--- config.mk ---
export PLATFORM = sky130hd
export DESIGN_NAME = fir_mac_sequencer
export DESIGN_NICKNAME = d
export VERILOG_FILES = /design/src/rtl/fir_pkg.sv /design/src/rtl/fir_mac.sv /design/src/rtl/fir_mac_sequencer.sv
export SDC_FILE = /design/constraint.sdc
export NUM_CORES = 1
export LEC_CHECK = 0
export CAP_MARGIN = 10
export CORE_AREA = 2 2 62 64
export DETAILED_ROUTE_END_ITERATION = 10
export DIE_AREA = 0 0 64 66
export PLACE_DENSITY = 0.66
export SYNTH_ARGS = -nofsm -noshare
export SYNTH_HDL_FRONTEND = slang
export SYNTH_SLANG_ARGS = --single-unit
--- constraint.sdc ---
create_clock -name clk -period 5.3 [get_ports clk]
set_input_delay 1.325 -clock clk [delete_from_list [all_inputs] [get_ports clk]]
set_output_delay 1.325 -clock clk [all_outputs]
set_load 0.02 [all_outputs]
--- src/rtl/fir_pkg.sv ---
// ============================================================================
// Module : fir_pkg
// Brief  : Shared FIR sequencer state encoding, default coefficients, clog2.
// Rev    : 1.0  initial release
// ============================================================================
`default_nettype none

package fir_pkg;

   typedef logic [1:0] state_t;

   localparam state_t ST_IDLE = 2'd0;
   localparam state_t ST_CFG  = 2'd1;
   localparam state_t ST_MAC  = 2'd2;
   localparam state_t ST_DONE = 2'd3;

   function automatic int clog2(input int value);
      int r;
      r = 0;
      for (int i = 0; i < 31; i++) begin
         if ((1 << i) < value) r = i + 1;
      end
      return r;
   endfunction

   // Reset coefficient bank reproduces the old two-tap differentiator y = x[n-1] - x[n].
   function automatic int default_coef(input int k);
      return (k == 0) ? -1 : ((k == 1) ? 1 : 0);
   endfunction

endpackage

`default_nettype wire

--- src/rtl/fir_mac.sv ---
// ============================================================================
// Module : fir_mac
// Brief  : Signed multiply-accumulate with clear/enable; exposes the top bits.
// Rev    : 1.0  initial release
// ============================================================================
`default_nettype none

module fir_mac #(
   parameter int BW_A   = 2,
   parameter int BW_B   = 2,
   parameter int BW_ACC = 6,
   parameter int BW_OUT = 4
) (
   input  logic                     clk,
   input  logic                     reset,
   input  logic                     clear,
   input  logic                     en,
   input  logic signed [BW_A-1:0]   a,
   input  logic signed [BW_B-1:0]   b,
   output logic signed [BW_OUT-1:0] acc_hi
);

   localparam int BW_P = BW_A + BW_B;

   logic signed [BW_P-1:0]   prod;
   logic signed [BW_ACC-1:0] acc_q;
   logic signed [BW_ACC-1:0] acc_d;

   // Full-width product is sign-extended into the accumulator, which wraps.
   always_comb begin
      prod  = BW_P'(a) * BW_P'(b);
      acc_d = acc_q;
      if (clear) begin
         acc_d = '0;
      end else if (en) begin
         acc_d = acc_q + BW_ACC'(prod);
      end
   end

   always_ff @(posedge clk) begin
      if (reset) begin
         acc_q <= '0;
      end else begin
         acc_q <= acc_d;
      end
   end

   assign acc_hi = acc_q[BW_ACC-1 -: BW_OUT];

endmodule

`default_nettype wire

--- src/rtl/fir_mac_sequencer.sv ---
// ============================================================================
// Module : fir_mac_sequencer
// Brief  : Time-multiplexed FIR: loadable coefficient bank, delay line, MAC sequencing.
// Rev    : 1.0  initial release
// ============================================================================
`default_nettype none

module fir_mac_sequencer
   import fir_pkg::*;
#(
   parameter int N_TAPS  = 4,
   parameter int BW_in   = 2,
   parameter int BW_coef = 2,
   parameter int BW_acc  = 6,
   parameter int BW_out  = 4
) (
   input  logic                      clk,
   input  logic                      reset,
   input  logic signed [BW_in-1:0]   x_in,
   input  logic                      x_valid,
   output logic                      x_ready,
   input  logic                      cfg_en,
   input  logic signed [BW_coef-1:0] cfg_data,
   output logic signed [BW_out-1:0]  y_out,
   output logic                      y_valid,
   output logic                      busy
);

   localparam int TAP_W = (clog2(N_TAPS) < 1) ? 1 : clog2(N_TAPS);
   localparam logic [TAP_W-1:0] LAST_TAP = TAP_W'(N_TAPS - 1);

   state_t                    state_q;
   state_t                    state_d;
   logic signed [BW_coef-1:0] coef_q [N_TAPS];
   logic signed [BW_coef-1:0] coef_d [N_TAPS];
   logic signed [BW_in-1:0]   dly_q  [N_TAPS];
   logic signed [BW_in-1:0]   dly_d  [N_TAPS];
   logic [TAP_W-1:0]          tap_q;
   logic [TAP_W-1:0]          tap_d;
   logic signed [BW_out-1:0]  y_out_q;
   logic signed [BW_out-1:0]  y_out_d;
   logic                      y_valid_q;
   logic                      y_valid_d;

   logic                      accept;
   logic                      cfg_shift;
   logic                      mac_en;
   logic signed [BW_out-1:0]  acc_hi;

   // State register
   always_ff @(posedge clk) begin
      if (reset) begin
         state_q <= ST_IDLE;
      end else begin
         state_q <= state_d;
      end
   end

   // Next-state logic; a cfg strobe in IDLE wins over an offered sample
   always_comb begin
      state_d = state_q;
      case (state_q)
         ST_IDLE: begin
            if (cfg_en) begin
               state_d = ST_CFG;
            end else if (x_valid) begin
               state_d = ST_MAC;
            end
         end
         ST_CFG:  if (!cfg_en) state_d = ST_IDLE;
         ST_MAC:  if (tap_q == LAST_TAP) state_d = ST_DONE;
         ST_DONE: state_d = ST_IDLE;
         default: state_d = ST_IDLE;
      endcase
   end

   // Output / control decode
   always_comb begin
      x_ready   = (state_q == ST_IDLE) && !cfg_en;
      busy      = (state_q == ST_MAC) || (state_q == ST_DONE);
      accept    = x_ready && x_valid;
      cfg_shift = cfg_en && ((state_q == ST_IDLE) || (state_q == ST_CFG));
      mac_en    = (state_q == ST_MAC);
   end

   always_comb begin
      coef_d = coef_q;
      dly_d  = dly_q;
      if (cfg_shift) begin
         for (int k = 0; k < N_TAPS - 1; k++) coef_d[k] = coef_q[k + 1];
         coef_d[N_TAPS-1] = cfg_data;
      end
      if (accept) begin
         for (int k = 1; k < N_TAPS; k++) dly_d[k] = dly_q[k - 1];
         dly_d[0] = x_in;
      end
   end

   always_comb begin
      tap_d     = tap_q;
      y_out_d   = y_out_q;
      y_valid_d = 1'b0;
      if (accept) begin
         tap_d = '0;
      end else if (mac_en) begin
         tap_d = tap_q + TAP_W'(1);
      end
      if (state_q == ST_DONE) begin
         y_out_d   = acc_hi;
         y_valid_d = 1'b1;
      end
   end

   always_ff @(posedge clk) begin
      if (reset) begin
         for (int k = 0; k < N_TAPS; k++) begin
            coef_q[k] <= BW_coef'(default_coef(k));
            dly_q[k]  <= '0;
         end
         tap_q     <= '0;
         y_out_q   <= '0;
         y_valid_q <= 1'b0;
      end else begin
         coef_q    <= coef_d;
         dly_q     <= dly_d;
         tap_q     <= tap_d;
         y_out_q   <= y_out_d;
         y_valid_q <= y_valid_d;
      end
   end

   fir_mac #(
      .BW_A   (BW_in),
      .BW_B   (BW_coef),
      .BW_ACC (BW_acc),
      .BW_OUT (BW_out)
   ) u_mac (
      .clk    (clk),
      .reset  (reset),
      .clear  (accept),
      .en     (mac_en),
      .a      (dly_q[tap_q]),
      .b      (coef_q[tap_q]),
      .acc_hi (acc_hi)
   );

   assign y_out   = y_out_q;
   assign y_valid = y_valid_q;

endmodule

`default_nettype wire

==> flow_summary.ini, run 1 <==
[worst_setup_path]
reg2reg_depth = 9
crit_arrival_ns = 2.57
cp_data_required_time_ns = 3.97
crit_type = input port to primary output
start_kind = input port
critPathMaxFanout = 3
r2r_slack_ns = 1.89
r2r_start = tap_q[0]$_SDFFE_PP0P_
endpoint_kind = primary output
r2r_end = u_mac.acc_q[5]$_SDFFE_PP0P_

[pwr]
p_switching_mw = 0.142
p_seq_share_pct = 49.2
p_leak_nw = 0.670
internal-power_mw = 0.368
clock_power_share_pct = 30.4
peakVddDrop_mv = 0.164
combPwrFrac_pct = 20.4
switching_share_pct = 27.8
cellPowerDensity_nw_per_um2 = 290

[synth]
ys_async_sr_fraction_pct = 0
ys_ff_latch = 31
synthCells = 177
synth_edf_count = 0
ys_warn_count = 0
ys_seq_area_share_pct = 40.2
yosys.cell_types.count = 31
ys_dominant_reg_cell = dfxtp_1
synth_area_sq_um = 1540
synth_area_per_cell_sq_um = 8.72
synth_nets = 196

[global_route]
grt_pass1_wl_um = 5420
antenna_found_initial = 0
grt_overflow_total = 0
grt_usage_pct = 17.0
grt_max_degree = 27
first_global_vias = 1216

[clock_network]
clockRootBuffer = clkbuf_4
hold_buffers = 0
insertion_delay_ns = 0.33
cts_buffer_depth = 2
tritoncts = yes
cts.clk_slew.worst_paths_ns = 0.09
htreeDepth = 2
post_cts_buffers = 0
cts_sinks = 31
cts_resized = 0
numCtsBuffers = 5

[timing]
fin_skew_ns = 0.00571
max_freq_mhz = 257
tns_ns = 0
fin_crit_ns = 3.89
hold_viol = 0
rsz0062_at_grt = no
worst_pin_slew_ns = 0.868
slew_headroom_pct = 42.0
slew_violations = 0
finalSetupViolations = 0
whs_ns = 0.463
period_share_pct = 73.5

[route]
wl_per_cell_um = 13.3
drt-pass1-iter-count = 4
vias_per_cell = 5.19
vias = 1219
routed_wl_um = 3120
drt_iter0_drc = 31
drc = 0
drtAntennaViolNets = 0

[finish]
final_area_sq_um = 1760
areaGrowthSynthToFinish_pct = 14.0
diodes = 0
drive_gt1_share_pct = 7.49
fin_nets = 205

[die]
start_util_pct = 43.4
die-area_sq_um = 4220
ios = 15
die_h_um = 66
num_rows = 22
core-area_sq_um = 3550
die_w_um = 64

[hold_path]
min_path_type = flip-flop to flip-flop
hp-start = y_out[3]$_SDFFE_PP0P_
hold_path_depth = 2
holdPathEnd = y_out[3]$_SDFFE_PP0P_

[job]
drv_cap = 0

[place]
dp_hpwl_um = 2320
gp_congestion = 0.740
io_buffer_count = 14
dpl-instance-area_sq_um = 1690

[run_status]
status = complete, no violations
[power by group through the flow]
| stage | clock, mW | sequential [mW] | combinational [mW] |
|---|---|---|---|
| 5_1_grt | 0.171 | 0.252 | 0.117 |
| 2_1_floorplan | 0 | 0.251 | 0.0829 |
| 3_5_place_dp | 0 | 0.256 | 0.103 |
| 6_report | 0.155 | 0.251 | 0.104 |
| 4_1_cts | 0.161 | 0.251 | 0.105 |
| 3_3_place_gp | 0 | 0.256 | 0.0990 |
[cells in the mapped netlist, drive strengths merged, types with 3 or more instances]
cell	n	share of area, %
nand2	46	11
dfxtp	31	40
a21oi	26	8.4
clkbuf	11	2.7
ha	9	7.3
nand3	7	2.3
nor2	7	1.7
a21o	4	2.4
mux4	4	6.3
nand3b	3	1.5
xnor2	3	1.7
[routing by layer]
metal / track usage (%) / part of all wire [%] / vias to the layer above / wire [um]
met2: 30.3 / 52 / 13 / 1610
met1: 18.4 / 44 / 577 / 1370
met4: 8.70 / 1.8 / 0 / 56
met3: 4.43 / 2.6 / 7 / 82
li1: - / - / 622 / -
met5: 0 / 0 / - / 0
[registers in the layout, summed over array words and instances (netlist names)]
register	count
coef_q	8
dly_q	8
u_mac.acc_q	6
y_out	4
state_q	2
tap_q	2
y_valid	1
[kinds of logic (layout without fill, tap and decap cells)]
| kind of cell | Yosys count | after routing | share of synthesized area, % |
|---|---|---|---|
| AOI/OAI and AO/OA | 35 | 35 | 13.5 |
| xor gates and xnor gates | 5 | 5 | 2.84 |
| adders and majority gates | 11 | 11 | 9.89 |
| buffers and inverters | 14 | 24 | 3.89 |
| DFF | 31 | 31 | 40.2 |
| muxes | 7 | 7 | 8.60 |
| and+or+nand+nor | 74 | 74 | 21.1 |
[how the worst max path moves through the flow]
stage | from | cells past startpoint | slack, ns | to
3_3_place_gp | cfg_en | 3 | 1.45 | x_ready
3_5_place_dp | cfg_en | 3 | 1.41 | x_ready
6_report | cfg_en | 3 | 1.41 | x_ready
5_1_grt | cfg_en | 3 | 1.34 | x_ready
2_1_floorplan | cfg_en | 1 | 2.19 | x_ready
4_1_cts | cfg_en | 3 | 1.39 | x_ready
[critical path, cell delays in order]
cell	delay, ns
clkdlybuf4s50_1	0.44
nor3_1	0.17
clkdlybuf4s50_1	0.64
[cell type report]
cell class | instances | area, sq um
repair buffers | 14 | 140
multi-input cells | 132 | 862
fillers | 329 | 1790
inverters | 2 | 7.51
well taps | 48 | 60.1
clock buffers | 8 | 68.8
flip-flops and latches | 31 | 621
[through the flow]
step	setup WS [ns]	std cells	total power [mW]	util, %
2_1_floorplan	2.19	177	0.334	-
3_3_place_gp	1.45	227	0.355	47.6
5_1_grt	1.34	235	0.540	49.5
4_1_cts	1.39	235	0.517	49.5
6_report	1.41	235	0.510	49.5
3_5_place_dp	1.41	227	0.359	47.6
[layout by cell type, fill, tap and decap left out, types with 3 or more instances in the layout]
| cell type | instances |
|---|---|
| ha_1 | 9 |
| xnor2_1 | 3 |
| a21oi_1 | 26 |
| dfxtp_1 | 31 |
| nand3b_1 | 3 |
| nand2_1 | 46 |
| clkdlybuf4s50_1 | 14 |
| clkbuf_4 | 5 |
| nand3_1 | 7 |
| nor2_1 | 7 |
| a21o_1 | 3 |
Note: power is estimated with default switching activity, not from simulation.
==> run 2: changes to the inputs <==
PLACE_DENSITY = 0.68   (was 0.66)
clock period = 3.5 ns   (was 5.3 ns; I/O delays follow)
==> run 2 against run 1 <==
  * Cell count did not move
  * Global-route usage grew 0.17 points
  * Power up 46%
  * Wire length down 0.99%
  * Via count increased by 0.82%
  * Largest cell class unchanged
  * Die area stayed put
  * Sequential share of layout area rose by 0.15 points
  * Final area is 0.21% lower
  * Register-to-register slack lost 1.6 ns
  * Count of clock-buffer cells in the layout shrank 2
  * Utilization fell by 0.11 points
  * Worst hold slack got worse by 0.0015 ns
  * Largest power group unchanged
==> flow_summary.ini, run 2 (same netlist as run 1, synthesis figures left out) <==
[timing]
worst_pin_slew_ns = 0.679
tns_ns = 0
max_freq_mhz = 311
period_share_pct = 91.8
slew_violations = 0
slew_headroom_pct = 54.7
whs_ns = 0.461
rsz0062_at_grt = no
hold_viol = 0
fin_crit_ns = 3.21
finalSetupViolations = 0
fin_skew_ns = 0.0105

[route]
drt_iter0_drc = 75
drtAntennaViolNets = 0
vias_per_cell = 5.23
drc = 0
routed_wl_um = 3090
wl_per_cell_um = 13.1
drt-pass1-iter-count = 4
vias = 1229

[global_route]
grt_pass1_wl_um = 5460
grt_usage_pct = 17.1
antenna_found_initial = 0
first_global_vias = 1269
grt_max_degree = 17
grt_overflow_total = 0

[finish]
multi_input_area_sq_um = 862
stdcell_count = 235
areaGrowthSynthToFinish_pct = 13.8
reg_top3 = coef_q: 8 flops, dly_q: 8 flops, u_mac.acc_q: 6 flops
layout.cells.most_common = nand2_1
ff_latch_area_sq_um = 622
num-fill-cells = 347
layout_common_cells = nand2_1 (46), dfxtp_1 (30), a21oi_1 (26), clkdlybuf4s50_1 (14), ha_1 (9)
diodes = 0
drive_gt1_share_pct = 8.56
fin_nets = 206

[pwr]
p_leak_nw = 0.671
internal-power_mw = 0.532
clock_power_share_pct = 28.0
p_switching_mw = 0.213
peakVddDrop_mv = 0.230
cellPowerDensity_nw_per_um2 = 424
switching_share_pct = 28.5
combPwrFrac_pct = 21.1
p_seq_share_pct = 51.0

[hold_path]
hp-start = y_out[3]$_SDFFE_PP0P_
hold_path_depth = 2
min_path_type = flip-flop to flip-flop
holdPathEnd = y_out[3]$_SDFFE_PP0P_

[clock_network]
tritoncts = yes
insertion_delay_ns = 0.32
cts_sinks = 31
htreeDepth = 2
clockRootBuffer = clkbuf_4
cts.clk_slew.worst_paths_ns = 0.10
numCtsBuffers = 5
post_cts_buffers = 0
cts_buffer_depth = 2

[worst_setup_path]
endpoint_kind = flip-flop
cpMaxStageDelayCell = mux4_1
crit_type = flip-flop to flip-flop
critPathMaxStageDelay_ns = 0.63
critPathMaxFanout = 6
cp_data_required_time_ns = 3.75
critPathBufInv = 0
reg2reg_depth = 9
r2r_start = tap_q[0]$_SDFFE_PP0P_
crit_family = multiplexers
path_cells = mux4_1 -> mux2_4 -> ha_1 -> ha_1 -> a2111o_1 -> a21o_1 -> a21o_4 -> mux2i_1 -> mux2i_1
r2r_slack_ns = 0.29
r2r_end = u_mac.acc_q[5]$_SDFFE_PP0P_
crit_arrival_ns = 3.47
start_kind = flip-flop

[place]
io_buffer_count = 14
dp_cells = 228
dp_hpwl_um = 2360
gp_congestion = 0.770

[die]
ios = 15
die_w_um = 64
die_h_um = 66
start_util_pct = 43.4
num_rows = 22
die-area_sq_um = 4220
core-area_sq_um = 3550

[job]
drv_cap = 0

[run_status]
status = complete, no violations
-- run 2: cell count changes in the layout (fill, tap and decap cells not counted) --
cell      previous run  this run
buf_4                0         1
clkbuf_1             1         0
clkbuf_8             2         1
clkinv_2             0         1
dfxtp_1             31        30
dfxtp_2              0         1
-- run 2: cell type report --
| class | count | share of cell area, % |
|---|---|---|
| multi-input cells | 132 | 49.1 |
| flip-flops and latches | 31 | 35.4 |
| clock inverters | 1 | 0.285 |
| well taps | 48 | 3.42 |
| repair buffers | 15 | 8.41 |
| clock buffers | 6 | 2.92 |
| inverters | 2 | 0.428 |
-- run 2: how the worst max path moves through the flow --
| stage | startpoint | end | slack, ns | depth (start not counted) |
|---|---|---|---|---|
| 6_report | tap_q[0]$_SDFFE_PP0P_ | u_mac.acc_q[5]$_SDFFE_PP0P_ | 0.29 | 9 |
| 5_1_grt | tap_q[0]$_SDFFE_PP0P_ | u_mac.acc_q[5]$_SDFFE_PP0P_ | 0.1 | 9 |
| 4_1_cts | tap_q[0]$_SDFFE_PP0P_ | u_mac.acc_q[5]$_SDFFE_PP0P_ | 0.16 | 9 |
| 3_5_place_dp | tap_q[0]$_SDFFE_PP0P_ | u_mac.acc_q[5]$_SDFFE_PP0P_ | 0.21 | 9 |
| 3_3_place_gp | tap_q[0]$_SDFFE_PP0P_ | u_mac.acc_q[5]$_SDFFE_PP0P_ | 0.29 | 9 |
| 2_1_floorplan | tap_q[0]$_SDFFE_PP0P_ | u_mac.acc_q[5]$_SDFFE_PP0P_ | 0.43 | 10 |
-- run 2: routing by layer --
metal  routed length [um]  vias up  GRT usage (%)
li1                     -      624              -
met1                 1350      570           18.5
met2                 1570       29           30.2
met3                  116        6           5.62
met4                   51        0           8.15
met5                    0        -              0
-- run 2: per-stage QoR --
stage	util (%)	worst slack [ns]	total power, mW	instance area (sq um)
3_3_place_gp	47.8	0.291	0.537	1700
6_report	49.4	0.285	0.745	1760
5_1_grt	49.4	0.100	0.793	1760
3_5_place_dp	47.8	0.206	0.545	1700
2_1_floorplan	-	0.427	0.506	1540
4_1_cts	49.4	0.156	0.755	1750
-- run 2: tightest hold or removal path, stage by stage (launching register included) --
cell     delay, ns
dfxtp_1       0.32
nand2_1       0.05
a21oi_1       0.05
-- run 2: power by group through the flow --
stage          clock network [mW]  logic (mW)  registers [mW]
6_report                    0.208       0.157           0.380
5_1_grt                     0.233       0.178           0.382
4_1_cts                     0.217       0.158           0.380
3_5_place_dp                    0       0.157           0.388
3_3_place_gp                    0       0.150           0.387
2_1_floorplan                   0       0.125           0.380
-- run 2: timing repair --
action / in CTS / in global routing
hold buffers: 0 / 0
setup endpoints to repair: 0 / 1
gates resized for setup: 0 / 1
==> run 3: changes to the inputs <==
ABC_AREA = 1   (was not set)
CORE_AREA = 2 2 64 66   (was 2 2 62 64)
CTS_BUF_LIST = sky130_fd_sc_hd__clkbuf_8   (was not set)
DIE_AREA = 0 0 66 68   (was 0 0 64 66)
==> run 3 against run 2 <==
  * Clock power rose by 46%
  * Synthesized area rose by 8.4%
  * Wire length rose by 2.0%
  * Final area rose by 9.9%
  * Global-route usage fell by 0.60 points
  * Flip-flop and latch count did not move
  * Worst setup slack improved by 0.16 ns
  * Via count rose by 17%
  * Count of clock-buffer cells in the layout rose by 1
  * First-iteration DRC count fell by 57%
==> flow_summary.ini, run 3 <==
[place]
dp_cells = 283
io_buffer_count = 14
gp_congestion = 0.798
dp_hpwl_um = 2340

[finish]
fin_nets = 259
ff_latch_area_sq_um = 621
multi_input_area_sq_um = 901
layout.cells.most_common = nand2_1
num-fill-cells = 416
areaGrowthSynthToFinish_pct = 15.3
stdcell_count = 291
diodes = 0
reg_top3 = coef_q: 8 flops, dly_q: 8 flops, u_mac.acc_q: 6 flops
drive_gt1_share_pct = 10.8
layout_common_cells = nand2_1 (51), dfxtp_1 (31), a21oi_1 (25), inv_1 (24), nand3_1 (17)

[timing]
tns_ns = 0
finalSetupViolations = 0
slew_violations = 0
slew_headroom_pct = 68.4
hold_viol = 0
fin_skew_ns = 0.00530
period_share_pct = 87.3
worst_pin_slew_ns = 0.473
fin_crit_ns = 3.06
max_freq_mhz = 327
rsz0062_at_grt = no

[pwr]
peakVddDrop_mv = 0.238
p_leak_nw = 0.883
p_seq_share_pct = 41.8
clock_power_share_pct = 32.0
combPwrFrac_pct = 26.2
internal-power_mw = 0.655
cellPowerDensity_nw_per_um2 = 490
switching_share_pct = 30.6
p_switching_mw = 0.289

[global_route]
grt_overflow_total = 0
grt_pass1_wl_um = 5630
antenna_found_initial = 0
grt_max_degree = 14
grt_usage_pct = 16.5
first_global_vias = 1345

[worst_setup_path]
critPathMaxStageDelay_ns = 0.63
r2r_slack_ns = 0.60
crit_path_frequent_cell = clkdlybuf4s50_1
cpMaxStageDelayCell = clkdlybuf4s50_1
critPathBufInv = 4
critPathMaxFanout = 10
start_kind = input port
endpoint_kind = primary output
crit_family = buffers and inverters
path_cells = clkdlybuf4s50_1 -> inv_1 -> nand2_1 -> inv_2 -> clkdlybuf4s50_1
crit_arrival_ns = 2.18
cp_data_required_time_ns = 2.62
crit_type = input port to primary output

[die]
core-area_sq_um = 3860
start_util_pct = 43.4
die_h_um = 68
die_w_um = 66
num_rows = 23
die-area_sq_um = 4490
ios = 15

[synth]
ys_async_sr_fraction_pct = 0
yosys.cell_types.count = 26
yosys-top-cells-area = dfxtp_1 (37%), nand2_1 (11%), a21oi_1 (7.5%)
synthCells = 228
synth_edf_count = 0
synth_area_leader_cell = dfxtp_1
yosys-top-cells-count = nand2_1 (51), dfxtp_1 (31), a21oi_1 (25), inv_1 (23), nand3_1 (17)
ys_ff_latch = 31
ys_dominant_reg_cell = dfxtp_1
yosys.cell_count.top_type = nand2_1
ys_seq_area_share_pct = 37.1
synth_area_sq_um = 1670
synth_nets = 247
synth_area_per_cell_sq_um = 7.34
ys_warn_count = 0
synth_top_area_share_pct = 37.1

[clock_network]
cts_sinks = 31
numCtsBuffers = 5
cts_buffer_depth = 2
tritoncts = yes
clockRootBuffer = clkbuf_8
insertion_delay_ns = 0.28
cts.clk_slew.worst_paths_ns = 0.07
post_cts_buffers = 0
htreeDepth = 2
hold_buffers = 0
cts_resized = 0

[route]
routed_wl_um = 3150
vias_per_cell = 4.93
drt_iter0_drc = 32
vias = 1434
drt-pass1-iter-count = 4
wl_per_cell_um = 10.8
drtAntennaViolNets = 0
drc = 0

[job]
drv_cap = 0

[hold_path]
min_path_type = flip-flop to flip-flop

[run_status]
status = complete, no violations
run 3: cell count changes in the layout (fill, tap and decap cells not counted), moves of 3 or more:
cell,change
inv_1,+22
o21ai_0,+13
nand3_1,+10
nand2_2,+9
nor2_1,+9
clkbuf_8,+6
clkbuf_4,-5
nand2_1,+5
nand2_4,+4
inv_2,+3
nand3b_1,-3
o211ai_1,+3
run 3: metrics by stage:
step	worst slack, ns	power (mW)	utilization, %	hold WS (ns)	instance area [sq um]
floorplan	1.10	0.599	-	0.441	1670
CTS	0.442	0.956	50.0	0.472	1930
global placement	0.448	0.649	47.4	0.456	1830
global route	0.302	1.01	50.0	0.506	1930
finish	0.443	0.944	50.0	0.469	1930
detailed placement	0.449	0.651	47.4	0.462	1830
run 3: layer usage:
layer / routed length [um] / track usage, % / vias up / part of all wire [%]
met5: 0 / 0 / - / 0
met4: 42 / 9.18 / 0 / 1.3
met3: 78 / 2.96 / 4 / 2.5
met2: 1510 / 27.7 / 14 / 48
met1: 1520 / 20.2 / 656 / 48
li1: - / - / 760 / -
run 3: final timing paths:
| path | start | endpoint | cells past startpoint |
|---|---|---|---|
| worst max register to register | tap_q[0]$_SDFFE_PP0P_ | u_mac.acc_q[4]$_SDFFE_PP0P_ | 15 |
| worst min-delay path | u_mac.acc_q[0]$_SDFFE_PP0P_ | u_mac.acc_q[0]$_SDFFE_PP0P_ | 2 |
| worst min register to register | u_mac.acc_q[0]$_SDFFE_PP0P_ | u_mac.acc_q[0]$_SDFFE_PP0P_ | 2 |
| worst max-delay path | cfg_en | x_ready | 5 |
run 3: layout make-up:
| class | instances | area share (%) |
|---|---|---|
| inverters | 26 | 5.06 |
| clock buffers | 7 | 4.99 |
| flip-flops and latches | 31 | 32.2 |
| multi-input cells | 161 | 46.7 |
| well taps | 50 | 3.24 |
| clock inverters | 1 | 0.195 |
| repair buffers | 15 | 7.65 |
run 3: worst register-to-register path: stages, from the launching register on:
cell and delay (ns):
dfxtp_1 0.61, inv_2 0.19, nand2_1 0.12, nand2_1 0.05
nand2_1 0.05, nand2_1 0.06, nand2_2 0.10, inv_1 0.07
fa_1 0.50, fa_1 0.49, nand2_1 0.09, nand2_1 0.05
a21oi_1 0.16, xnor2_1 0.08, o21ai_0 0.13, inv_1 0.05
run 3: power groups by stage:
stage / Sequential, mW / Combinational (mW) / Clock, mW
6_report: 0.395 / 0.247 / 0.303
5_1_grt: 0.398 / 0.287 / 0.322
4_1_cts: 0.395 / 0.251 / 0.311
3_5_place_dp: 0.402 / 0.248 / 0
3_3_place_gp: 0.402 / 0.247 / 0
2_1_floorplan: 0.398 / 0.200 / 0
run 3: kinds of logic after synthesis:
family          synth area share, %
flops                          37.1
simple gates                   28.2
fa+ha+maj                      9.13
xor+xnor                       1.57
buf+inv                        9.05
compound gates                 15.0
